--- src/rtl/usb_tx_pkg.sv ---
// Shared types and constants for the USB full-speed transmit serializer.
package usb_tx_pkg;

    typedef enum logic [1:0] {
        IDLE    = 2'd0,
        SHIFT   = 2'd1,
        EOP_SE0 = 2'd2,
        EOP_J   = 2'd3
    } tx_state_e;

    // Line symbols encoded as {dp, dm}
    localparam logic [1:0] LINE_J   = 2'b10;
    localparam logic [1:0] LINE_K   = 2'b01;
    localparam logic [1:0] LINE_SE0 = 2'b00;

    localparam int DEFAULT_STUFF_LEN    = 6;
    localparam int DEFAULT_EOP_SE0_BITS = 2;

    function automatic int eop_cnt_width(input int se0_bits);
        return (se0_bits < 2) ? 1 : $clog2(se0_bits + 1);
    endfunction

endpackage

--- src/rtl/usb_tx_nrzi_enc.sv ---
// Bit stuffer and NRZI line encoder; owns the D+/D- registers and the ones run counter.
module usb_tx_nrzi_enc
    import usb_tx_pkg::*;
#(
    parameter int STUFF_LEN = DEFAULT_STUFF_LEN
) (
    input  logic clk,
    input  logic rst,
    input  logic shift_enable,
    input  logic emit,
    input  logic data_bit,
    input  logic se0,
    input  logic force_j,
    output logic stuff_req,
    output logic dp,
    output logic dm
);

    localparam logic [2:0] STUFF_LEN_C = 3'(STUFF_LEN);

    logic       level_r;
    logic [2:0] ones_cnt_r;
    logic [1:0] line_r;
    logic       line_bit_s;
    logic       next_level_s;

    assign stuff_req = (ones_cnt_r == STUFF_LEN_C);
    assign dp        = line_r[1];
    assign dm        = line_r[0];

    // Wire bit for this strobe: a pending stuffed zero pre-empts the data bit
    always_comb begin
        if (stuff_req) begin
            line_bit_s = 1'b0;
        end else begin
            line_bit_s = data_bit;
        end
        if (line_bit_s) begin
            next_level_s = level_r;
        end else begin
            next_level_s = !level_r;
        end
    end

    // Line register, NRZI level and ones run length, all advanced on the bit strobe
    always_ff @(posedge clk) begin
        if (rst) begin
            level_r    <= 1'b1;
            ones_cnt_r <= 3'd0;
            line_r     <= LINE_J;
        end else if (shift_enable) begin
            if (force_j) begin
                level_r    <= 1'b1;
                ones_cnt_r <= 3'd0;
                line_r     <= LINE_J;
            end else if (se0) begin
                line_r <= LINE_SE0;
            end else if (emit) begin
                level_r    <= next_level_s;
                ones_cnt_r <= line_bit_s ? (ones_cnt_r + 3'd1) : 3'd0;
                line_r     <= next_level_s ? LINE_J : LINE_K;
            end
        end
    end

endmodule

--- src/rtl/usb_tx_byte_serializer.sv ---
// USB full-speed transmit path: byte handshake, LSB-first shifting, stuffing/NRZI and EOP.
module usb_tx_byte_serializer
    import usb_tx_pkg::*;
#(
    parameter int STUFF_LEN    = DEFAULT_STUFF_LEN,
    parameter int EOP_SE0_BITS = DEFAULT_EOP_SE0_BITS
) (
    input  logic       clk,
    input  logic       rst,
    input  logic       shift_enable,
    input  logic [7:0] tx_data,
    input  logic       tx_valid,
    input  logic       tx_last,
    output logic       tx_ready,
    output logic       dp,
    output logic       dm,
    output logic       tx_busy,
    output logic       tx_done,
    output logic       tx_error
);

    localparam int                   EOP_CNT_W    = eop_cnt_width(EOP_SE0_BITS);
    localparam logic [EOP_CNT_W-1:0] EOP_CNT_ONE  = EOP_CNT_W'(1);
    localparam logic [EOP_CNT_W-1:0] EOP_CNT_LAST = EOP_CNT_W'(EOP_SE0_BITS);

    tx_state_e            state_r;
    logic [7:0]           hold_data_r;
    logic                 hold_last_r;
    logic                 hold_full_r;
    logic                 last_acc_r;
    logic [7:0]           sh_data_r;
    logic                 sh_last_r;
    logic                 sh_valid_r;
    logic [2:0]           idx_r;
    logic                 last_sent_r;
    logic                 discard_r;
    logic [EOP_CNT_W-1:0] eop_cnt_r;
    logic [EOP_CNT_W-1:0] eop_cnt_inc_s;
    logic                 tx_busy_r;
    logic                 tx_done_r;
    logic                 tx_error_r;

    logic accept_s;
    logic xfer_s;
    logic underrun_s;
    logic eop_j_stb_s;
    logic enc_emit_s;
    logic enc_bit_s;
    logic enc_se0_s;
    logic enc_j_s;
    logic stuff_req_s;

    assign tx_ready      = !hold_full_r && !last_acc_r;
    assign accept_s      = tx_valid && tx_ready;
    assign underrun_s    = shift_enable && (state_r == SHIFT) && !stuff_req_s
                           && !sh_valid_r && !last_sent_r;
    assign xfer_s        = hold_full_r && !sh_valid_r && !discard_r && !underrun_s;
    assign eop_j_stb_s   = shift_enable && (state_r == EOP_J);
    assign eop_cnt_inc_s = eop_cnt_r + EOP_CNT_ONE;

    assign tx_busy  = tx_busy_r;
    assign tx_done  = tx_done_r;
    assign tx_error = tx_error_r;

    // Holding register; after an underrun it swallows bytes until the EOP completes
    always_ff @(posedge clk) begin
        if (rst) begin
            hold_data_r <= 8'h00;
            hold_last_r <= 1'b0;
            hold_full_r <= 1'b0;
            last_acc_r  <= 1'b0;
        end else begin
            if (underrun_s || discard_r) begin
                hold_full_r <= 1'b0;
            end else if (accept_s) begin
                hold_full_r <= 1'b1;
                hold_data_r <= tx_data;
                hold_last_r <= tx_last;
            end else if (xfer_s) begin
                hold_full_r <= 1'b0;
            end
            if (accept_s && tx_last) begin
                last_acc_r <= 1'b1;
            end else if (eop_j_stb_s) begin
                last_acc_r <= 1'b0;
            end
        end
    end

    // Tells the line encoder what to put on the wire at the coming strobe
    always_comb begin
        enc_emit_s = 1'b0;
        enc_se0_s  = 1'b0;
        enc_j_s    = 1'b0;
        enc_bit_s  = sh_data_r[idx_r];
        case (state_r)
            IDLE: begin
                if (sh_valid_r) begin
                    enc_emit_s = 1'b1;
                end else begin
                    enc_j_s = 1'b1;
                end
            end
            SHIFT: begin
                if (stuff_req_s || sh_valid_r) begin
                    enc_emit_s = 1'b1;
                end else begin
                    enc_se0_s = 1'b1;
                end
            end
            EOP_SE0: enc_se0_s = 1'b1;
            EOP_J:   enc_j_s   = 1'b1;
            default: enc_j_s   = 1'b1;
        endcase
    end

    // Packet sequencer: shift register, bit index, EOP timing and status pulses
    always_ff @(posedge clk) begin
        if (rst) begin
            state_r     <= IDLE;
            sh_data_r   <= 8'h00;
            sh_last_r   <= 1'b0;
            sh_valid_r  <= 1'b0;
            idx_r       <= 3'd0;
            last_sent_r <= 1'b0;
            discard_r   <= 1'b0;
            eop_cnt_r   <= '0;
            tx_busy_r   <= 1'b0;
            tx_done_r   <= 1'b0;
            tx_error_r  <= 1'b0;
        end else begin
            tx_done_r  <= 1'b0;
            tx_error_r <= 1'b0;
            if (xfer_s) begin
                sh_data_r  <= hold_data_r;
                sh_last_r  <= hold_last_r;
                sh_valid_r <= 1'b1;
                idx_r      <= 3'd0;
            end
            if (shift_enable) begin
                case (state_r)
                    IDLE: begin
                        if (sh_valid_r) begin
                            idx_r       <= idx_r + 3'd1;
                            state_r     <= SHIFT;
                            tx_busy_r   <= 1'b1;
                            last_sent_r <= 1'b0;
                        end
                    end
                    SHIFT: begin
                        // A stuff strobe leaves the byte position untouched
                        if (!stuff_req_s) begin
                            if (sh_valid_r) begin
                                if (idx_r == 3'd7) begin
                                    sh_valid_r  <= 1'b0;
                                    last_sent_r <= sh_last_r;
                                end
                                idx_r <= idx_r + 3'd1;
                            end else begin
                                eop_cnt_r <= EOP_CNT_ONE;
                                state_r   <= (EOP_CNT_ONE == EOP_CNT_LAST) ? EOP_J : EOP_SE0;
                                if (!last_sent_r) begin
                                    tx_error_r <= 1'b1;
                                    discard_r  <= 1'b1;
                                end
                            end
                        end
                    end
                    EOP_SE0: begin
                        eop_cnt_r <= eop_cnt_inc_s;
                        if (eop_cnt_inc_s == EOP_CNT_LAST) begin
                            state_r <= EOP_J;
                        end
                    end
                    EOP_J: begin
                        state_r     <= IDLE;
                        tx_busy_r   <= 1'b0;
                        tx_done_r   <= 1'b1;
                        last_sent_r <= 1'b0;
                        discard_r   <= 1'b0;
                    end
                    default: state_r <= IDLE;
                endcase
            end
        end
    end

    usb_tx_nrzi_enc #(
        .STUFF_LEN(STUFF_LEN)
    ) u_nrzi (
        .clk         (clk),
        .rst         (rst),
        .shift_enable(shift_enable),
        .emit        (enc_emit_s),
        .data_bit    (enc_bit_s),
        .se0         (enc_se0_s),
        .force_j     (enc_j_s),
        .stuff_req   (stuff_req_s),
        .dp          (dp),
        .dm          (dm)
    );

endmodule
--- config.mk ---
export PLATFORM = sky130hd
export DESIGN_NAME = usb_tx_byte_serializer
export DESIGN_NICKNAME = d
export VERILOG_FILES = /design/src/rtl/usb_tx_pkg.sv /design/src/rtl/usb_tx_nrzi_enc.sv /design/src/rtl/usb_tx_byte_serializer.sv
export SDC_FILE = /design/constraint.sdc
export NUM_CORES = 1
export LEC_CHECK = 0
export ABC_AREA = 1
export BUFFER_PORTS_ARGS = -buffer_cell sky130_fd_sc_hd__buf_2
export CORE_AREA = 2 2 71 73
export CTS_CLUSTER_DIAMETER = 120
export DETAILED_ROUTE_END_ITERATION = 16
export DIE_AREA = 0 0 73 75
export SLEW_MARGIN = 20
export SYNTH_ARGS = -nofsm -noshare
export SYNTH_HDL_FRONTEND = slang
export SYNTH_SLANG_ARGS = --single-unit
--- constraint.sdc ---
create_clock -name clk -period 4 [get_ports clk]
set_clock_uncertainty 0.15 [all_clocks]
set_input_delay 0.8 -clock clk [delete_from_list [all_inputs] [get_ports clk]]
set_output_delay 0.8 -clock clk [all_outputs]
set_load 0.05 [all_outputs]
# After elaboration in Yosys (flattened, before gate mapping)

Index checks and enable logic that the tools add are counted.

Latch bits: 0
ROM bits: 0
Input bits: 13
Memories kept: 0
Register bits after elaboration: 39
Bits in writable memories: 0
Output and inout port bits: 6

Divide/modulo/power cells: 0
Add/subtract/negate cells: 3
Reduce and logical (&&, ||, !) cells: 41
Magnitude comparators: 1
Multiplexer cells: 58
Multipliers: 0
Shift operators: 0
Bitwise gates (word level): 3
Equality and inequality tests: 14

Operator list:

| kind                  | number |
|---|---|
| $mux W1               | 30 |
| $mux W3               | 8 |
| $mux W2               | 10 |
| $ne A2 B2 Y1 const B  | 6 |
| $reduce_bool A2 Y1    | 6 |
| $logic_and A1 B1 Y1   | 11 |
| $pmux W1 S2           | 5 |
| $reduce_and A5 Y1     | 2 |
| $logic_not A1 Y1      | 8 |
| $pmux W2 S4           | 1 |
| $add A3 B1 Y3 const B | 2 |
| $eq A2 B2 Y1 const B  | 3 |
| $eq A3 B3 Y1 const B  | 2 |
| $pmux W3 S2           | 1 |
| $reduce_and A3 Y1     | 2 |
| $reduce_and A6 Y1     | 1 |
| $reduce_bool A3 Y1    | 2 |
| $reduce_or A5 Y1      | 1 |
| $lt A3 B4 Y1 const B  | 1 |
| $ne A2 B1 Y1 const B  | 2 |
| $pmux W2 S2           | 1 |
| $reduce_and A2 Y1     | 2 |
| $reduce_and A4 Y1     | 1 |
| $reduce_or A2 Y1      | 2 |
| 7 further kinds       | 10 |

# Depth between registers and ports, before layout

Word-level depth: 13
Mapped depth: 12
Depth with buffers taken out: 12

# Hierarchy

A second synthesis with hierarchy kept.

Cell total of the unflattened synthesis: 314
Area total of the unflattened synthesis: 2,175.8 µm²

By module, submodules not included:

| module                 | times used | area each (µm²) | cells each | seq. area each (µm²) |
|---|---|---|---|---|
| usb_tx_byte_serializer | 1          | 1,813.0         | 260        | 660.6 |
| usb_tx_nrzi_enc        | 1          | 362.8           | 54         | 120.1 |

# Worst setup path before layout

OpenSTA, ideal clock, no wires.

Path kind: register to output
Start point: reg hold_full_r
End point: out tx_ready
Buffers on the path: 0
Stages on the path, launching flop included: 2
Path slack: 2.049 ns
Data arrival time: 1.001 ns
Data required time: 3.050 ns
Cells stage by stage: dfxtp_1 -> nor2_1

Longest elaborated chain between the ends: 2

RTL lines:

| item                   | line                         | RTL |
|---|---|---|
| from (decl)            | usb_tx_byte_serializer.sv:29 | `logic hold_full_r;` |
| from (signal assigned) | usb_tx_byte_serializer.sv:70 | `hold_full_r <= 1'b0;` |
| from (signal assigned) | usb_tx_byte_serializer.sv:74 | `hold_full_r <= 1'b0;` |
| from (signal assigned) | usb_tx_byte_serializer.sv:76 | `hold_full_r <= 1'b1;` |
| $logic_not A1 Y1       | usb_tx_byte_serializer.sv:53 | `assign tx_ready = !hold_full_r && !last_acc_r;` |
| $logic_and A1 B1 Y1    | usb_tx_byte_serializer.sv:53 |  |
| to (decl)              | usb_tx_byte_serializer.sv:14 | `output logic tx_ready,` |

Every way passes these cells.

# Final worst setup path

Start point: reg state_r[1]
End point: reg sh_data_r[4]

Longest elaborated chain between the ends: 7

RTL lines:

| item                              | line                          | RTL |
|---|---|---|
| from (decl)                       | usb_tx_byte_serializer.sv:26  | `tx_state_e state_r;` |
| from (signal assigned)            | usb_tx_byte_serializer.sv:161 | `state_r <= (EOP_CNT_ONE == EOP_CNT_LAST) ? EOP_J : EOP_SE0;` |
| $eq A2 B1 Y1                      | usb_tx_byte_serializer.sv:55  | `assign underrun_s = shift_enable && (state_r == SHIFT) && !stuff_req_s` |
| $logic_and A1 B1 Y1 (2 in series) | usb_tx_byte_serializer.sv:55  |  |
| $logic_and A1 B1 Y1 (2 in series) | usb_tx_byte_serializer.sv:56  | `&& !sh_valid_r && !last_sent_r;` |
| $logic_not A1 Y1                  | usb_tx_byte_serializer.sv:57  | `assign xfer_s = hold_full_r && !sh_valid_r && !discard_r && !underrun_s;` |
| $logic_and A1 B1 Y1               | usb_tx_byte_serializer.sv:57  |  |
| to (signal assigned)              | usb_tx_byte_serializer.sv:135 | `sh_data_r <= hold_data_r;` |
| to (decl)                         | usb_tx_byte_serializer.sv:31  | `logic [7:0] sh_data_r;` |

Every way passes these cells.
A chain may end at the register's enable or synchronous reset.

==> out/metrics.yaml <==
status: "finished clean"
maxSlewViolCount: 0
endpoint_kind: "flip-flop"
row_count: 25
synth_fp_nets: 266
num_antenna_cells: 0
crit_path_frequent_cell: "nand2_2"
rsz0062_at_grt: "no"
cts_num_sinks: 39
drive_above_1_share_pct: 26.2
yosys.area.top_type_share_pct: 39.1
clock.fmax_mhz: 465
fp.dieW_microns: 73
critPathBufInv: 2
fill_cells: 461
combPwrFrac_pct: 36.1
antenna_found_initial: 0
cts_max_path_buffers: 2
overflow: 0
slowest_delay_ns: 0.35
hold_slack_ns: 0.306
io_buffers: 18
leakage_nw: 0.897
yosys-top-cells-count: "39 x dfxtp_1, 34 x nand2_1, 24 x inv_1, 19 x nor2_1, 17 x a21oi_1"
wl_per_cell_microns: 11.7
synth.most_common_cell: "dfxtp_1"
synth-main-ff-cell: "dfxtp_1"
setup_viol: 0
ant_nets: 0
netlist_area_sq_um: 2000
via_per_inst: 4.96
cts-root-buf: "clkbuf_8"
switching_share_pct: 38.6
synthToLayoutAreaGrowth_pct: 8.28
tns_ns: 0
cp_max_fo: 21
hp-class: "flip-flop to flip-flop"
synth_edf_count: 0
yosysSeqAreaShare_pct: 39.1
clk_pin_slew_ns: 0.07
tightestPinTransition_ns: 0.905
maxCapViolations: 0
hold_violations: 0
criticalPathCategory: "flip-flop to flip-flop"
route.detailed.drc: 0
initial_core_util_pct: 42.8
finalCriticalPeriod_ns: 2.15
final_core_util_pct: 46.4
firstDrtPassIters: 3
syn-instance-count: 244
p_switching_mw: 0.446
cts_tree: "done"
coreArea_sq_um: 4660
yosys-top-cells-area: "dfxtp_1 39%, nand2_1 6.4%, ha_1 5.6%"
min_period_over_period_pct: 53.8
initialDrtViolationCount: 51
wl_microns: 3660
yosys.area.top_type: "dfxtp_1"
use_met2_pct: 23.5
start_kind: "flip-flop"
h-tree-depth: 2
synth-seq-cells: 39
grtUsageTotal_pct: 15.7
vias: 1558
die_area_sq_um: 5480
slew-limit-headroom_pct: 39.4
met1_usage_pct: 20.6
crit_family: "simple AND/OR/NAND/NOR gates"
p_int_mw: 0.709
syn_avg_cell_area_sq_um: 8.18
place_congestion: 0.765
p_per_area_nw_per_um2: 535
seqPwrFrac_pct: 43.0
nets: 283
synthArstFlopShare_pct: 0
multi_input_area_sq_um: 1040
critPathRequiredTime_ns: 4.03
final-seq-area_sq_um: 781
insertion_delay_ns: 0.29
grt_util_met3_pct: 4.42
grt_pass1_vias: 1422
post_cts_resized: 0
cts-buffers-inserted: 5
grt_pass1_wl_microns: 6520
slowest_stage: "dfxtp_1"
grt_max_degree: 22
arrival_ns: 2.18
finalPower_mw: 1.16
dp_hpwl_microns: 2640
ir_drop_v: 0.000232
ys_types: 39
clkPwrFrac_pct: 20.8
holdBufCountCts: 0
crit_chain: "inv_1 -> ha_1 -> nand2_2 -> nor2_2 -> nand2_2 -> inv_2 -> nor2_4 -> nand3_4 -> o21ai_1 -> a21oi_1"
cts_setup_buffers: 0
yosys_warnings: 0
grt.busiest_layer: "met2"
io_pins: 19
dieHeight_microns: 75
==> path summary, 6_finish.rpt <==
check	end	slack, ns	startpoint	cells past startpoint
hold / removal	sh_data_r[6]	0.31	sh_data_r[6]	2
setup reg to reg	sh_data_r[4]	1.85	state_r[1]	10
setup / recovery	sh_data_r[4]	1.85	state_r[1]	10
hold reg to reg	sh_data_r[6]	0.31	sh_data_r[6]	2
==> registers in the layout, summed over array words and instances, names as in the netlist <==
name,flops
hold_data_r,8
sh_data_r,8
idx_r,3
u_nrzi.ones_cnt_r,3
eop_cnt_r,2
state_r,2
u_nrzi.line_r,2
discard_r,1
hold_full_r,1
hold_last_r,1
last_acc_r,1
last_sent_r,1
sh_last_r,1
sh_valid_r,1
tx_busy,1
tx_done,1
tx_error,1
u_nrzi.level_r,1
==> layout by cell type (no fill, tap or decap), types with 4 or more instances in the layout <==
| cell | n |
|---|---|
| a21oi_1 | 17 |
| nand2_1 | 34 |
| nand2_2 | 14 |
| a21oi_2 | 12 |
| buf_2 | 18 |
| clkbuf_8 | 5 |
| o21ai_0 | 7 |
| ha_1 | 9 |
| nor2_1 | 19 |
| inv_1 | 24 |
| o21ai_1 | 10 |
| inv_2 | 4 |
| dfxtp_1 | 39 |
| nand3_1 | 15 |
==> worst register-to-register path: cells and delay by family (launching register included) <==
family / cells / cell delay [ns]
AND/OR/NAND/NOR: 5 / 0.85
flip-flops: 1 / 0.35
adder cells (fa/ha/maj): 1 / 0.29
AO/OA/AOI/OAI: 2 / 0.27
buffers and inverters: 2 / 0.13
==> power by group through the flow <==
stage	clock [mW]	sequential, mW	combinational (mW)
2_1_floorplan	0	0.526	0.336
3_3_place_gp	0	0.506	0.418
3_5_place_dp	0	0.506	0.420
4_1_cts	0.255	0.497	0.422
5_1_grt	0.266	0.505	0.480
6_report	0.241	0.497	0.418
==> kinds of logic after synthesis <==
logic type | share of synthesized area [%]
adder cells (fa/ha/maj) | 5.64
XOR/XNOR | 0.439
buffers and inverters | 8.84
AND/OR/NAND/NOR | 26.6
AO/OA/AOI/OAI | 19.3
flip-flops | 39.1
==> per-stage QoR <==
| step | cells | setup slack [ns] | cell area [sq um] |
|---|---|---|---|
| detailed placement | 308 | 1.63 | 2090 |
| finish | 314 | 1.85 | 2160 |
| floorplan | 244 | 2.05 | 2000 |
| CTS | 314 | 1.83 | 2160 |
| global route | 314 | 1.63 | 2160 |
| global placement | 308 | 1.67 | 2090 |
==> layout make-up <==
cell class | instances | share of cell area, %
flip-flops and latches | 39 | 36.1
clock buffers | 6 | 3.36
repair buffers | 18 | 4.17
multi-input cells | 168 | 48.1
well taps | 54 | 3.13
inverters | 29 | 5.15
==> per-layer routing <==
layer  routed length [microns]  share of wire [%]
met5                         0                  0
met4                        76                2.1
met3                        92                2.5
met2                      1620                 44
met1                      1870                 51
(Power assumes the default switching activity.)
